[src/rtl/hazard_unit.sv]
`default_nettype none
// ============================================================================
// Module   : hazard_unit
// Purpose  : Decode-stage forwarding select, load-use and divider-busy stall
//            control for the 5-stage MIPS pipeline, driven by shadow E/M/W state.
// Revision : 1.0 - initial release
// ============================================================================
module hazard_unit #(
    parameter int DIV_LATENCY = 8,
    parameter int CNT_W       = 4
) (
    input  logic       clk,
    input  logic       reset,
    input  logic       ValidD,
    input  logic [4:0] RsD,
    input  logic [4:0] RtD,
    input  logic       UsesRsD,
    input  logic       UsesRtD,
    input  logic       RegWriteD,
    input  logic       MemtoRegD,
    input  logic [4:0] WriteRegD,
    input  logic       DivStartD,
    input  logic       UsesHiLoD,
    input  logic       FlushDIn,
    output logic       ForwardADN1,
    output logic       ForwardBDN1,
    output logic       ForwardAD,
    output logic       ForwardBD,
    output logic       ForwardADN2,
    output logic       ForwardBDN2,
    output logic       StallF,
    output logic       StallD,
    output logic       FlushE,
    output logic       DivBusy
);

    localparam logic [CNT_W-1:0] c_DIV_LOAD = CNT_W'(DIV_LATENCY);
    localparam logic [CNT_W-1:0] c_CNT_ONE  = CNT_W'(1);

    logic             r_valid_e, r_regwrite_e, r_memtoreg_e;
    logic [4:0]       r_writereg_e;
    logic             r_valid_m, r_regwrite_m, r_memtoreg_m;
    logic [4:0]       r_writereg_m;
    // The W-stage load flag is not kept: ResultW already carries load data.
    logic             r_valid_w, r_regwrite_w;
    logic [4:0]       r_writereg_w;
    logic [CNT_W-1:0] r_div_cnt;

    logic w_a_e, w_a_m, w_a_w, w_b_e, w_b_m, w_b_w;
    logic w_a_n1, w_a_m_fwd, w_a_n2, w_a_lu;
    logic w_b_n1, w_b_m_fwd, w_b_n2, w_b_lu;
    logic w_div_busy, w_stall, w_div_issue;

    function automatic logic src_match(
        input logic       valid_x,
        input logic       regwrite_x,
        input logic [4:0] writereg_x,
        input logic [4:0] src,
        input logic       uses,
        input logic       valid_d
    );
        return valid_x & regwrite_x & (writereg_x == src) & (src != 5'd0) & uses & valid_d;
    endfunction

    always_comb begin
        w_a_e = src_match(r_valid_e, r_regwrite_e, r_writereg_e, RsD, UsesRsD, ValidD);
        w_a_m = src_match(r_valid_m, r_regwrite_m, r_writereg_m, RsD, UsesRsD, ValidD);
        w_a_w = src_match(r_valid_w, r_regwrite_w, r_writereg_w, RsD, UsesRsD, ValidD);
        w_b_e = src_match(r_valid_e, r_regwrite_e, r_writereg_e, RtD, UsesRtD, ValidD);
        w_b_m = src_match(r_valid_m, r_regwrite_m, r_writereg_m, RtD, UsesRtD, ValidD);
        w_b_w = src_match(r_valid_w, r_regwrite_w, r_writereg_w, RtD, UsesRtD, ValidD);

        // Youngest producer wins; a load in E or M blocks older matches entirely.
        w_a_n1    = w_a_e & ~r_memtoreg_e;
        w_a_m_fwd = ~w_a_e & w_a_m & ~r_memtoreg_m;
        w_a_n2    = ~w_a_e & ~w_a_m & w_a_w;
        w_a_lu    = (w_a_e & r_memtoreg_e) | (~w_a_e & w_a_m & r_memtoreg_m);

        w_b_n1    = w_b_e & ~r_memtoreg_e;
        w_b_m_fwd = ~w_b_e & w_b_m & ~r_memtoreg_m;
        w_b_n2    = ~w_b_e & ~w_b_m & w_b_w;
        w_b_lu    = (w_b_e & r_memtoreg_e) | (~w_b_e & w_b_m & r_memtoreg_m);

        w_div_busy  = (r_div_cnt != '0);
        w_stall     = w_a_lu | w_b_lu | (ValidD & (UsesHiLoD | DivStartD) & w_div_busy);
        w_div_issue = DivStartD & ValidD & ~w_stall & ~FlushDIn;
    end

    assign ForwardADN1 = w_a_n1;
    assign ForwardAD   = w_a_m_fwd;
    assign ForwardADN2 = w_a_n2;
    assign ForwardBDN1 = w_b_n1;
    assign ForwardBD   = w_b_m_fwd;
    assign ForwardBDN2 = w_b_n2;
    assign StallF      = w_stall;
    assign StallD      = w_stall;
    assign FlushE      = w_stall;
    assign DivBusy     = w_div_busy;

    always_ff @(posedge clk) begin
        if (reset) begin
            r_valid_e    <= 1'b0;
            r_regwrite_e <= 1'b0;
            r_memtoreg_e <= 1'b0;
            r_writereg_e <= 5'd0;
            r_valid_m    <= 1'b0;
            r_regwrite_m <= 1'b0;
            r_memtoreg_m <= 1'b0;
            r_writereg_m <= 5'd0;
            r_valid_w    <= 1'b0;
            r_regwrite_w <= 1'b0;
            r_writereg_w <= 5'd0;
            r_div_cnt    <= '0;
        end else begin
            r_valid_m    <= r_valid_e;
            r_regwrite_m <= r_regwrite_e;
            r_memtoreg_m <= r_memtoreg_e;
            r_writereg_m <= r_writereg_e;
            r_valid_w    <= r_valid_m;
            r_regwrite_w <= r_regwrite_m;
            r_writereg_w <= r_writereg_m;

            if (w_stall || FlushDIn) begin
                r_valid_e    <= 1'b0;
                r_regwrite_e <= 1'b0;
                r_memtoreg_e <= 1'b0;
                r_writereg_e <= 5'd0;
            end else begin
                r_valid_e    <= ValidD;
                r_regwrite_e <= RegWriteD;
                r_memtoreg_e <= MemtoRegD;
                r_writereg_e <= WriteRegD;
            end

            if (w_div_issue) begin
                r_div_cnt <= c_DIV_LOAD;
            end else if (w_div_busy) begin
                r_div_cnt <= r_div_cnt - c_CNT_ONE;
            end
        end
    end

endmodule
`default_nettype wire

[config.mk]
export PLATFORM = sky130hd
export DESIGN_NAME = hazard_unit
export DESIGN_NICKNAME = d
export VERILOG_FILES = /design/src/rtl/hazard_unit.sv
export SDC_FILE = /design/constraint.sdc
export NUM_CORES = 1
export LEC_CHECK = 0
export BUFFER_PORTS_ARGS = -buffer_cell sky130_fd_sc_hd__buf_2
export CAP_MARGIN = 10
export CORE_UTILIZATION = 40
export DETAILED_ROUTE_END_ITERATION = 12
export GPL_ROUTABILITY_DRIVEN = 0
export PLACE_DENSITY = 0.64
export SKIP_LAST_GASP = 1
export SLEW_MARGIN = 15
export SYNTH_ARGS = -nofsm -noshare
export SYNTH_HDL_FRONTEND = slang
export SYNTH_SLANG_ARGS = --single-unit
[constraint.sdc]
create_clock -name clk -period 3.58 [get_ports clk]
set_clock_uncertainty 0.05 [all_clocks]
set_input_delay 0.179 -clock clk [delete_from_list [all_inputs] [get_ports clk]]
set_output_delay 0.179 -clock clk [all_outputs]
set_load 0.05 [all_outputs]
## Word-level counts from Yosys, hierarchy flattened

Cells that the tools add are included.

| operators by class | value |
|---|---|
| add/sub/neg operators | 1 |
| eq/ne operators | 6 |
| muxes and demuxes | 2 |
| bitwise gates (word level) | 59 |
| reduce and logical (&&, ||, !) cells | 7 |

Operators with widths:

| kind | number |
|---|---|
| $and 1x1->1 | 46 |
| $eq 5x5->1 | 6 |
| $reduce_bool 5->1 | 2 |
| $mux 4 | 2 |
| $not 1->1 | 8 |
| $or 1x1->1 | 5 |
| $reduce_bool 4->1 | 1 |
| $reduce_or 2->1 | 2 |
| $sub 4x1->4 const B | 1 |
| $reduce_bool 2->1 | 1 |
| $logic_or 1x1->1 | 1 |

| storage, ports and cells | value |
|---|---|
| flip-flop bits (word level) | 27 |
| bits of input ports | 25 |
| output and inout port bits | 10 |
| word-level logic and storage cells | 88 |

## Logic depth before layout (Yosys ltp)

Gate-level depths: netlist (run 1).

| depth | value |
|---|---|
| depth in word-level cells | 15 |
| mapped depth | 7 |
| gate-level depth less buffers | 7 |

## Worst setup path after synthesis (run 1)

OpenSTA, ideal clock, no wires.

| path | value |
|---|---|
| path kind | input port to output port |
| from | in RsD[1] |
| to | out ForwardADN2 |
| arrival | 2.543 ns |
| data required time | 3.351 ns |
| path slack | 0.808 ns |
| stages | 4 |
| path buffers | 0 |
| path through | or4_1 -> o211ai_2 -> nor4_1 -> nor4_1 |

| on the way | value |
|---|---|
| word-level cells in the longest chain between the ends | 8 |
| elaborated cells on any way between the ends | 20 |
| those cells by class | 3 x eq/ne; 16 x bitwise; 1 x reduce/logical |

RTL lines:

| item | line | text |
|---|---|---|
| start: declaration | 15 | `input logic [4:0] RsD,` |
| $eq 5x5->1 | 62 | `return valid_x & regwrite_x & (writereg_x == src) & (src != 5'd0) & uses & valid_d;` |
| $and 1x1->1 (4 in series) | 62 |  |
| $not 1->1 | 76 | `w_a_n2 = ~w_a_e & ~w_a_m & w_a_w;` |
| $and 1x1->1 | 76 |  |
| $and 1x1->1 * | 76 |  |
| end: declaration | 29 | `output logic ForwardADN2,` |

Every way passes the cells marked *; elsewhere a longest branch is shown, timed or not.

## Worst setup path after layout (run 1)

| path | value |
|---|---|
| from | reg r_writereg_m[0] |
| to | out FlushE |

| on the way | value |
|---|---|
| word-level cells in the longest chain between the ends | 10 |
| elaborated cells on any way between the ends | 18 |
| those cells by class | 2 x eq/ne; 16 x bitwise |

RTL lines:

| item | line | text |
|---|---|---|
| start: declaration | 43 | `logic [4:0] r_writereg_m;` |
| start signal: assignment | 118 | `r_writereg_m <= r_writereg_e;` |
| $eq 5x5->1 | 62 |  |
| $and 1x1->1 (4 in series) | 62 |  |
| $and 1x1->1, on equally long branches (2 in series) | 77, 82 |  |
| $or 1x1->1, on equally long branches | 77, 82 |  |
| $or 1x1->1 * (2 in series) | 85 | `w_stall = w_a_lu \| w_b_lu \| (ValidD & (UsesHiLoD \| DivStartD) & w_div_busy);` |
| end: declaration | 33 | `output logic FlushE,` |

Marks and branches as above.

==> impl_metrics.csv, run 1 <==
group,metric,value,unit
job,cap_viol_max_count,0,
die,core,3130,µm²
sta,fin_crit_sh,0.708,
die,die_area,3620,µm²
yosys,synth_area_leaders,"dfxtp_1 40%, xnor2_1 13%, xor2_1 7.8%",
route,vias_per_cell,4.93,
yosys,yosysUniqueCellTypes,28,
critical_path,end_kind,"output port",
yosys,synthFlopType,"dfxtp_1",
yosys,synth-async-reset-ratio,0,
outcome,status,"finished, final reports clean",
yosys,avgSynthCellArea,9.75,µm²
cts,cts_setup_buffers,0,
sta,fin_tns_setup,0,ns
power,ir_worst_vdd,0.444,mV
critical_path,cp.required,3.35,ns
yosys,synth_top_family_by_area,"simple AND/OR/NAND/NOR gates",
route,drt-initial-drc-count,22,
sta,max_freq,394,MHz
cts,hold_buffers,0,
sta,slew_headroom,0.650,
sta,maxSlewViolCount,0,
grt,grt_start_max_net_pins,29,
power,finalPower,791,µW
cells_and_area,fin_nets,200,
route,num_vias,1064,
cts,cts_buffers,3,
die,die_h,60.2,µm
cts,clock_path_buffers,2,
cts,cts_root_buffer,"clkbuf_4",
die,std_cell_rows,20,
sta,finalCriticalPeriod,2.54,ns
route,first_pass_iters,4,
yosys,synth_top_area_share,0.399,
yosys,synth_compound_gate_area_share,0.0868,
yosys,synth_seq_cells,27,
critical_path,start_kind,"flop",
route,antenna_left,0,
grt,overflow,0,
route,routed_wl,2820,µm
cts,cts_resized,0,
yosys,syn_inst,139,
die,dieWidth,60.2,µm
placement,io_buffers,34,
power,powerDensity,501,nW/µm²
yosys,synth_mux_area_frac,0,
cts,cts.clk_slew.worst_paths,0.13,ns
sta,tightest_slew,0.520,ns
placement,hpwl,2260,µm
die,top_level_ports,35,
yosys,synth_edf_count,0,
cells_and_area,drive_above_1_share,0.244,
yosys,synth-simple-area-share,0.256,
route,routedWlPerCell,13.1,µm
power,leakagePower,0.000627,µW
cts,clk_latency,0.31,ns
sta,rsz0062_at_grt,"false",
cts,cts_htree_levels,1,
critical_path,critical-path-max-stage-delay,0.50,ns
critical_path,crit_chain,"xnor2_1 > nand4_1 > nor4_1 > a22oi_2 > o211ai_1 > buf_2",
yosys,syn_area,1360,µm²
yosys,ys_warn_count,0,
cells_and_area,syn_to_final_growth,16.6,%
grt,grt_pass1_vias,1009,
grt,antenna_found_initial,0,
critical_path,critPathKind,"reg -> out",
critical_path,cp_max_fo,4,
grt,grt_pass1_wl,4690,µm
critical_path,slowest_stage,"nor4_1",
cts,cts_tree,"yes",
die,start_util,0.433,
yosys,synth_nets,166,
yosys,synthAdderAreaFrac,0.0185,
critical_path,cp.arrival,2.31,ns
cts,cts_sinks,27,
cells_and_area,n_antenna_cell,0,
route,drc,0,
yosys,yosysSeqAreaShare,0.399,
yosys,synth_xor_xnor_area_share,0.207,
grt,grt.total_usage,0.179,
sta,finalHoldViolCount,0,
sta,setup_viol,0,
yosys,synth_top_area_cell,"dfxtp_1",
worst_hold_path,hold_class,"in -> reg",
## path summary, 6_finish.rpt
path                              startpoint                          to  slack [ns]  depth (start not counted)
setup / recovery  r_writereg_m[0]$_SDFF_PP0_                      FlushE        1.04                          6
hold / removal                  WriteRegD[0]  r_writereg_e[0]$_SDFF_PP0_        0.06                          2
setup reg to reg  r_writereg_e[0]$_SDFF_PP0_  r_writereg_e[2]$_SDFF_PP0_        1.43                          6
hold reg to reg         r_valid_m$_SDFF_PP0_        r_valid_w$_SDFF_PP0_        0.43                          1
## sequential cells by signal, indices dropped and copies added, names as in the netlist
name / flops
r_div_cnt: 4
r_valid_w: 1
r_memtoreg_m: 1
r_regwrite_m: 1
r_writereg_m: 5
r_regwrite_e: 1
r_valid_e: 1
r_regwrite_w: 1
r_valid_m: 1
r_memtoreg_e: 1
r_writereg_e: 5
r_writereg_w: 5
## cell usage in the layout (no fill, tap or decap), types with 2 or more instances in the layout
cell,n
nand2_1,3
nor2_1,5
or4_1,3
and3_1,2
nor4_1,8
nor3b_1,8
xnor2_1,20
or3_1,2
ha_1,2
o211ai_2,2
nand4_1,6
nor2b_1,15
o211ai_1,2
buf_2,34
o21a_1,2
nor3_1,2
xor2_1,12
clkbuf_4,3
inv_1,5
dfxtp_1,27
## per-stage QoR
stage / hold slack (ns) / cell area (µm²) / util / worst slack (ns) / std cells
finish: 0.0608 / 1580 / 0.505 / 1.04 / 216
detailed placement: 0.399 / 1550 / 0.497 / 1.34 / 212
floorplan: 0.296 / 1360 / - / 0.808 / 139
global route: 0.0254 / 1580 / 0.505 / 0.790 / 216
CTS: 0.0423 / 1580 / 0.505 / 1.01 / 216
global placement: 0.395 / 1550 / 0.497 / 1.40 / 212
## area by class of cell
| type | count | area [µm²] |
|---|---|---|
| fill | 299 | 1550 |
| multi-input combinational | 102 | 769 |
| sequential | 27 | 541 |
| timing repair buffer | 34 | 170 |
| tap | 44 | 55.1 |
| clock buffer | 4 | 26.3 |
| inverter | 5 | 18.8 |
## logic make-up (layout without fill, tap and decap cells)
family,Yosys count,count (layout)
AOI/OAI and AO/OA,12,12
adders and majority gates,2,2
DFF,27,27
and+or+nand+nor,56,56
xor gates and xnor gates,32,32
buffers and inverters,10,43
## critical path, delay by kind of cell, from the launching register on
| kind | cells | cell delay [ns] |
|---|---|---|
| XOR/XNOR | 1 | 0.13 |
| buffers and inverters | 1 | 0.33 |
| AND/OR/NAND/NOR | 2 | 0.62 |
| AO/OA/AOI/OAI | 2 | 0.50 |
| flip-flops | 1 | 0.41 |
## power breakdown
part           total [µW]  leakage, µW  internal (µW)  switching [µW]
logic                 309     0.000392            116             193
clock network         126    0.0000150           43.5            82.5
registers             357     0.000220            333            23.3
## synthesized netlist by cell type (3+ instances only)
cell and n:
dfxtp_1 27, nand2_1 3, nor4_1 8, nor3b_1 8, xor2_1 12, xnor2_1 20
nand4_1 6, inv_1 5, nor2_1 5, nor2b_1 15, or4_1 3, clkbuf_1 3
## metal layers
layer / vias up / share of wire / wire length, µm / GRT usage
li1: 548 / - / - / -
met2: 29 / 0.48 / 1350 / 0.286
met1: 485 / 0.47 / 1320 / 0.241
met3: 2 / 0.048 / 135 / 0.0260
met5: - / 0 / 0 / 0
met4: 0 / 0.0067 / 19 / 0.0698
(Power assumes the default switching activity.)
==> run 2, diff against run 1 <==
==> constraint.sdc (replaced) <==
create_clock -name clk -period 2.5 [get_ports clk]
set_clock_uncertainty 0.05 [all_clocks]
set_input_delay 0.125 -clock clk [delete_from_list [all_inputs] [get_ports clk]]
set_output_delay 0.125 -clock clk [all_outputs]
set_load 0.05 [all_outputs]
==> run 2 against run 1 <==
Effect of this change:
- wire length grew 11%
- via count is 7.0% higher
- critical path depth unchanged
- largest cell class unchanged
- highest routed layer unchanged
- cell area rose by 12%
- largest power group unchanged
- count of clock-buffer cells in the layout is 1 lower
==> impl_metrics.csv, run 2 (same netlist as run 1, synthesis figures left out) <==
group,metric,value,unit
grt,grt_start_max_net_pins,29,
sta,maxSlewViolCount,0,
die,std_cell_rows,20,
critical_path,rrSetupSlack,0.42,ns
cells_and_area,final_area,1760,µm²
cts,clock_path_buffers,2,
cts,cts_sinks,27,
critical_path,cp.arrival,2.25,ns
cells_and_area,reg.largest.list,"r_writereg_e (5), r_writereg_m (5), r_writereg_w (5)",
power,p_int,728,µW
power,comb_power_share,0.406,
sta,slew_headroom,0.667,
critical_path,critPathKind,"reg -> out",
critical_path,cp_max_fo,4,
cts,clk_latency,0.33,ns
job,cap_viol_max_count,0,
sta,rsz0062_at_grt,"true",
sta,tightest_slew,0.500,ns
cells_and_area,final_cell_mix,"31 x buf_2, 23 x dfxtp_1, 17 x xnor2_1",
grt,grt_pass1_vias,1120,
placement,io_buffers,34,
sta,hold_ws,0.0233,ns
route,drc,0,
cts,cts_tree,"yes",
power,finalPower,1190,µW
outcome,status,"finished, final reports clean",
cells_and_area,fin_nets,210,
power,pwr-share-seq,0.431,
placement,place_area,1560,µm²
die,die_area,3620,µm²
die,top_level_ports,35,
critical_path,cp.required,2.33,ns
cts,cts_root_buffer,"clkbuf_4",
die,core,3130,µm²
route,vias_per_cell,5.04,
die,die_h,60.2,µm
cells_and_area,drive_above_1_share,0.319,
route,num_vias,1138,
cells_and_area,n_antenna_cell,0,
route,first_pass_iters,4,
route,routed_wl,3130,µm
worst_hold_path,hold_class,"in -> reg",
power,leakagePower,0.000700,µW
sta,fin_crit_sh,0.968,
grt,overflow,0,
cells_and_area,syn_to_final_growth,30.1,%
power,p_switching,459,µW
cells_and_area,layout_commonest_cell,"buf_2",
critical_path,end_kind,"output port",
critical_path,start_kind,"flop",
critical_path,crit_chain,"xnor2_2 > nand4_1 > or4_4 > a22oi_2 > o211ai_1 > buf_4",
sta,finalCriticalPeriod,2.42,ns
die,start_util,0.433,
cts,cts_htree_levels,1,
power,p_clk_frac,0.163,
power,power_switching_share,0.387,
grt,grt.total_usage,0.194,
power,ir_worst_vdd,0.698,mV
cells_and_area,nFillCells,297,
grt,grt_pass1_wl,5040,µm
critical_path,slowest_stage,"or4_4",
cts,cts.clk_slew.worst_paths,0.15,ns
route,antenna_left,0,
sta,max_freq,413,MHz
sta,finalHoldViolCount,0,
power,powerDensity,674,nW/µm²
route,drt-initial-drc-count,25,
critical_path,critical-path-max-stage-delay,0.51,ns
sta,setup_viol,0,
die,dieWidth,60.2,µm
placement,hpwl,2380,µm
cts,cts_buffers,3,
route,routedWlPerCell,13.8,µm
grt,antenna_found_initial,0,
run 2: per-stage QoR:
step	TNS [ns]	util	cells	setup WS, ns
2_1_floorplan	-0.388	-	139	-0.164
3_3_place_gp	0	0.499	212	0.346
3_5_place_dp	0	0.499	212	0.295
4_1_cts	0	0.535	223	0.0282
5_1_grt	-0.197	0.564	226	-0.0669
6_report	0	0.564	226	0.0791
run 2: final timing paths:
| path | cells past startpoint | to | start |
|---|---|---|---|
| hold / removal | 3 | r_div_cnt[3]$_SDFFE_PP0P_ | FlushDIn |
| setup reg to reg | 6 | r_writereg_e[0]$_SDFF_PP0_ | r_writereg_e[4]$_SDFF_PP0_ |
| hold reg to reg | 1 | r_valid_w$_SDFF_PP0_ | r_valid_m$_SDFF_PP0_ |
| setup / recovery | 6 | FlushE | r_writereg_e[4]$_SDFF_PP0_ |
run 2: timing repair:
action | CTS | global route
pin swaps | 0 | 4
hold buffers | 7 | 0
setup buffers | 0 | 3
resized for setup | 2 | 19
hold endpoints to repair | 7 | 0
endpoints found under the setup margin | 3 | 3
run 2: power groups by stage:
stage                     sequential [µW]  clock [µW]  combinational [µW]
after floorplan                       513           0                 365
after global placement                520           0                 438
after detailed placement              521           0                 451
after CTS                             511         199                 462
after global routing                  518         222                 522
final                                 512         193                 482
run 2: layout make-up:
cell class	instances	area, µm²	area share
multi-input combinational	102	838	0.476
sequential	27	551	0.312
timing repair buffer	44	270	0.153
tap	44	55.1	0.0312
clock buffer	3	22.5	0.0128
inverter	5	18.8	0.0106
clock inverter	1	7.51	0.00426
run 2: critical path: cells and delay by family (launching register included):
| kind | cells | cell delay [ns] |
|---|---|---|
| and+or+nand+nor | 2 | 0.66 |
| AOI/OAI and AO/OA | 2 | 0.48 |
| DFF | 1 | 0.39 |
| buffers and inverters | 1 | 0.25 |
| xor gates and xnor gates | 1 | 0.14 |
run 2: per-layer routing:
metal  global-route usage  vias to the layer above  part of all wire
li1                     -                      568                 -
met5                    0                        -                 0
met4               0.0432                        0            0.0054
met1                0.219                      536              0.43
met3               0.0498                        2             0.039
met2                0.358                       32              0.52
==> run 3, diff against run 2 <==
--- a/config.mk
+++ b/config.mk
@@ -5,12 +5,12 @@
 export SDC_FILE = /design/constraint.sdc
 export NUM_CORES = 1
 export LEC_CHECK = 0
-export BUFFER_PORTS_ARGS = -buffer_cell sky130_fd_sc_hd__buf_2
+export BUFFER_PORTS_ARGS = -buffer_cell sky130_fd_sc_hd__buf_4
 export CAP_MARGIN = 10
 export CORE_UTILIZATION = 40
 export DETAILED_ROUTE_END_ITERATION = 12
 export GPL_ROUTABILITY_DRIVEN = 0
-export PLACE_DENSITY = 0.64
+export PLACE_DENSITY = 0.63
 export SKIP_LAST_GASP = 1
 export SLEW_MARGIN = 15
 export SYNTH_ARGS = -nofsm -noshare
==> run 3 against run 2 <==
Effect of this change:
- maximum frequency rose by 3.7%
- non-clock buffer count did not move
- sequential cell count did not move
- first-iteration DRC count fell by 20%
- global-route usage fell by 0.87 points
- register-to-register slack got worse by 0.07 ns
- critical path depth did not move
- core utilization rose by 1.6 points
- critical endpoint is now StallF
==> impl_metrics.csv, run 3 (same netlist as run 1, synthesis figures left out) <==
group,metric,value,unit
grt,grt.total_usage,0.185,
critical_path,end_kind,"output port",
sta,finalHoldViolCount,0,
power,ir_worst_vdd,0.701,mV
sta,slew_headroom,0.714,
die,die_h,60.2,µm
cells_and_area,drive_above_1_share,0.313,
critical_path,critPathKind,"reg -> out",
placement,dp_cells,213,
route,vias_per_cell,5.08,
placement,place_area,1650,µm²
power,finalPower,1190,µW
cells_and_area,reg.largest.list,"r_writereg_e (5), r_writereg_m (5), r_writereg_w (5)",
sta,finalCriticalPeriod,2.33,ns
critical_path,cp_max_fo,4,
die,die_area,3620,µm²
cells_and_area,instances_no_fill,226,
die,core,3130,µm²
worst_hold_path,worstHoldPathCells,2,
worst_hold_path,min-delay-start,"ValidD",
route,routedWlPerCell,13.8,µm
sta,setup_viol,0,
cts,cts_root_buffer,"clkbuf_4",
route,drt-initial-drc-count,20,
sta,fin_crit_sh,0.933,
cts,cts_htree_levels,1,
placement,io_buffers,34,
cts,cts_sinks,27,
grt,overflow,0,
route,first_pass_iters,6,
cells_and_area,syn_to_final_growth,33.9,%
cts,clk_latency,0.33,ns
die,top_level_ports,35,
power,leakagePower,0.000709,µW
critical_path,r2r_end,"r_writereg_e[3]$_SDFF_PP0_",
sta,maxSlewViolCount,0,
power,powerDensity,658,nW/µm²
cts,clock_path_buffers,2,
die,start_util,0.433,
die,std_cell_rows,20,
route,routed_wl,3130,µm
placement,hpwl,2340,µm
die,dieWidth,60.2,µm
sta,fin_tns_setup,0,ns
grt,antenna_found_initial,0,
route,antenna_left,0,
critical_path,cp.arrival,2.16,ns
cells_and_area,final_cell_mix,"36 x buf_4, 22 x dfxtp_1, 18 x xnor2_1",
critical_path,worst-r2r-cell-count,7,
grt,grt_start_max_net_pins,29,
cells_and_area,final_area,1810,µm²
route,drc,0,
cts,cts.clk_slew.worst_paths,0.15,ns
cells_and_area,fin_util,0.580,
grt,grt_pass1_wl,4940,µm
cells_and_area,fin_nets,210,
cts,cts_tree,"yes",
critical_path,slowest_stage,"or4_4",
job,cap_viol_max_count,0,
cells_and_area,layout_commonest_cell,"buf_4",
critical_path,start_kind,"flop",
sta,tightest_slew,0.425,ns
critical_path,rrSetupSlack,0.35,ns
grt,grt_pass1_vias,1056,
sta,rsz0062_at_grt,"true",
route,num_vias,1147,
critical_path,cp.required,2.33,ns
worst_hold_path,hold_end,"r_valid_e$_SDFF_PP0_",
cells_and_area,nFillCells,301,
critical_path,critical-path-max-stage-delay,0.51,ns
cts,cts_buffers,3,
cells_and_area,n_antenna_cell,0,
outcome,status,"finished, final reports clean",
critical_path,reg2reg_from,"r_writereg_e[3]$_SDFF_PP0_",
critical_path,crit_chain,"xnor2_2 > nand4_1 > or4_4 > a22oi_2 > o211ai_1 > buf_4",
worst_hold_path,hold_class,"in -> reg",
sta,max_freq,429,MHz
-- run 3: cell count changes in the layout (fill, tap and decap cells not counted) --
cell,delta
clkinvlp_4,-1
nor4_2,+2
clkinv_2,+1
nor4_4,-2
buf_4,+30
dfxtp_4,-1
dfxtp_2,+2
xnor2_2,-1
dlygate4sd3_1,+1
dfxtp_1,-1
buf_2,-31
xnor2_1,+1
-- run 3: layout make-up --
| cell class | instances | area, µm² | area share |
|---|---|---|---|
| clock inverters | 1 | 5.00 | 0.00276 |
| well taps | 44 | 55.1 | 0.0303 |
| clock buffers | 3 | 22.5 | 0.0124 |
| inverters | 5 | 18.8 | 0.0103 |
| multi-input cells | 102 | 813 | 0.448 |
| flip-flops and latches | 27 | 549 | 0.303 |
| repair buffers | 44 | 350 | 0.193 |
-- run 3: worst max path at each step --
stage                                     from                        end  slack (ns)  cells past startpoint
floorplan                               RsD[1]                ForwardADN2       -0.16                      4
global placement                        RsD[1]  r_div_cnt[1]$_SDFFE_PP0P_        0.42                      7
detailed placement  r_writereg_m[4]$_SDFF_PP0_                     StallF        0.37                      6
CTS                 r_writereg_e[3]$_SDFF_PP0_                     StallF        0.03                      6
global route        r_writereg_e[3]$_SDFF_PP0_                     FlushE      -0.008                      6
finish              r_writereg_e[3]$_SDFF_PP0_                     StallF        0.17                      6
-- run 3: worst max-delay path, delay by kind of cell, from the launching register on --
family / cells / cell delay [ns]
AND/OR/NAND/NOR: 2 / 0.66
AO/OA/AOI/OAI: 2 / 0.40
flip-flops: 1 / 0.39
buffers and inverters: 1 / 0.24
XOR/XNOR: 1 / 0.13
-- run 3: timing repair --
action,CTS,global route
gates resized for setup,1,11
endpoints found under the setup margin,3,3
setup buffers,0,1
pin swaps,0,4
endpoints found under the hold margin,4,4
hold buffers,4,4
-- run 3: stage by stage --
stage	hold WS (ns)	setup slack [ns]
floorplan	0.242	-0.164
global placement	0.338	0.419
detailed placement	0.350	0.371
CTS	0.00150	0.0340
global route	0.0370	-0.00821
finish	0.0487	0.166
-- run 3: power breakdown --
part	total [µW]	switching, µW	internal (µW)
Clock	190	130	60.1
Combinational	491	285	205
Sequential	513	34.9	478
-- run 3: metal layers --
metal | GRT usage | vias up | routed length, µm
met5 | 0 | - | 0
met4 | 0.0299 | 0 | 16
met3 | 0.0476 | 2 | 162
met2 | 0.300 | 30 | 1530
met1 | 0.249 | 545 | 1420
li1 | - | 570 | -
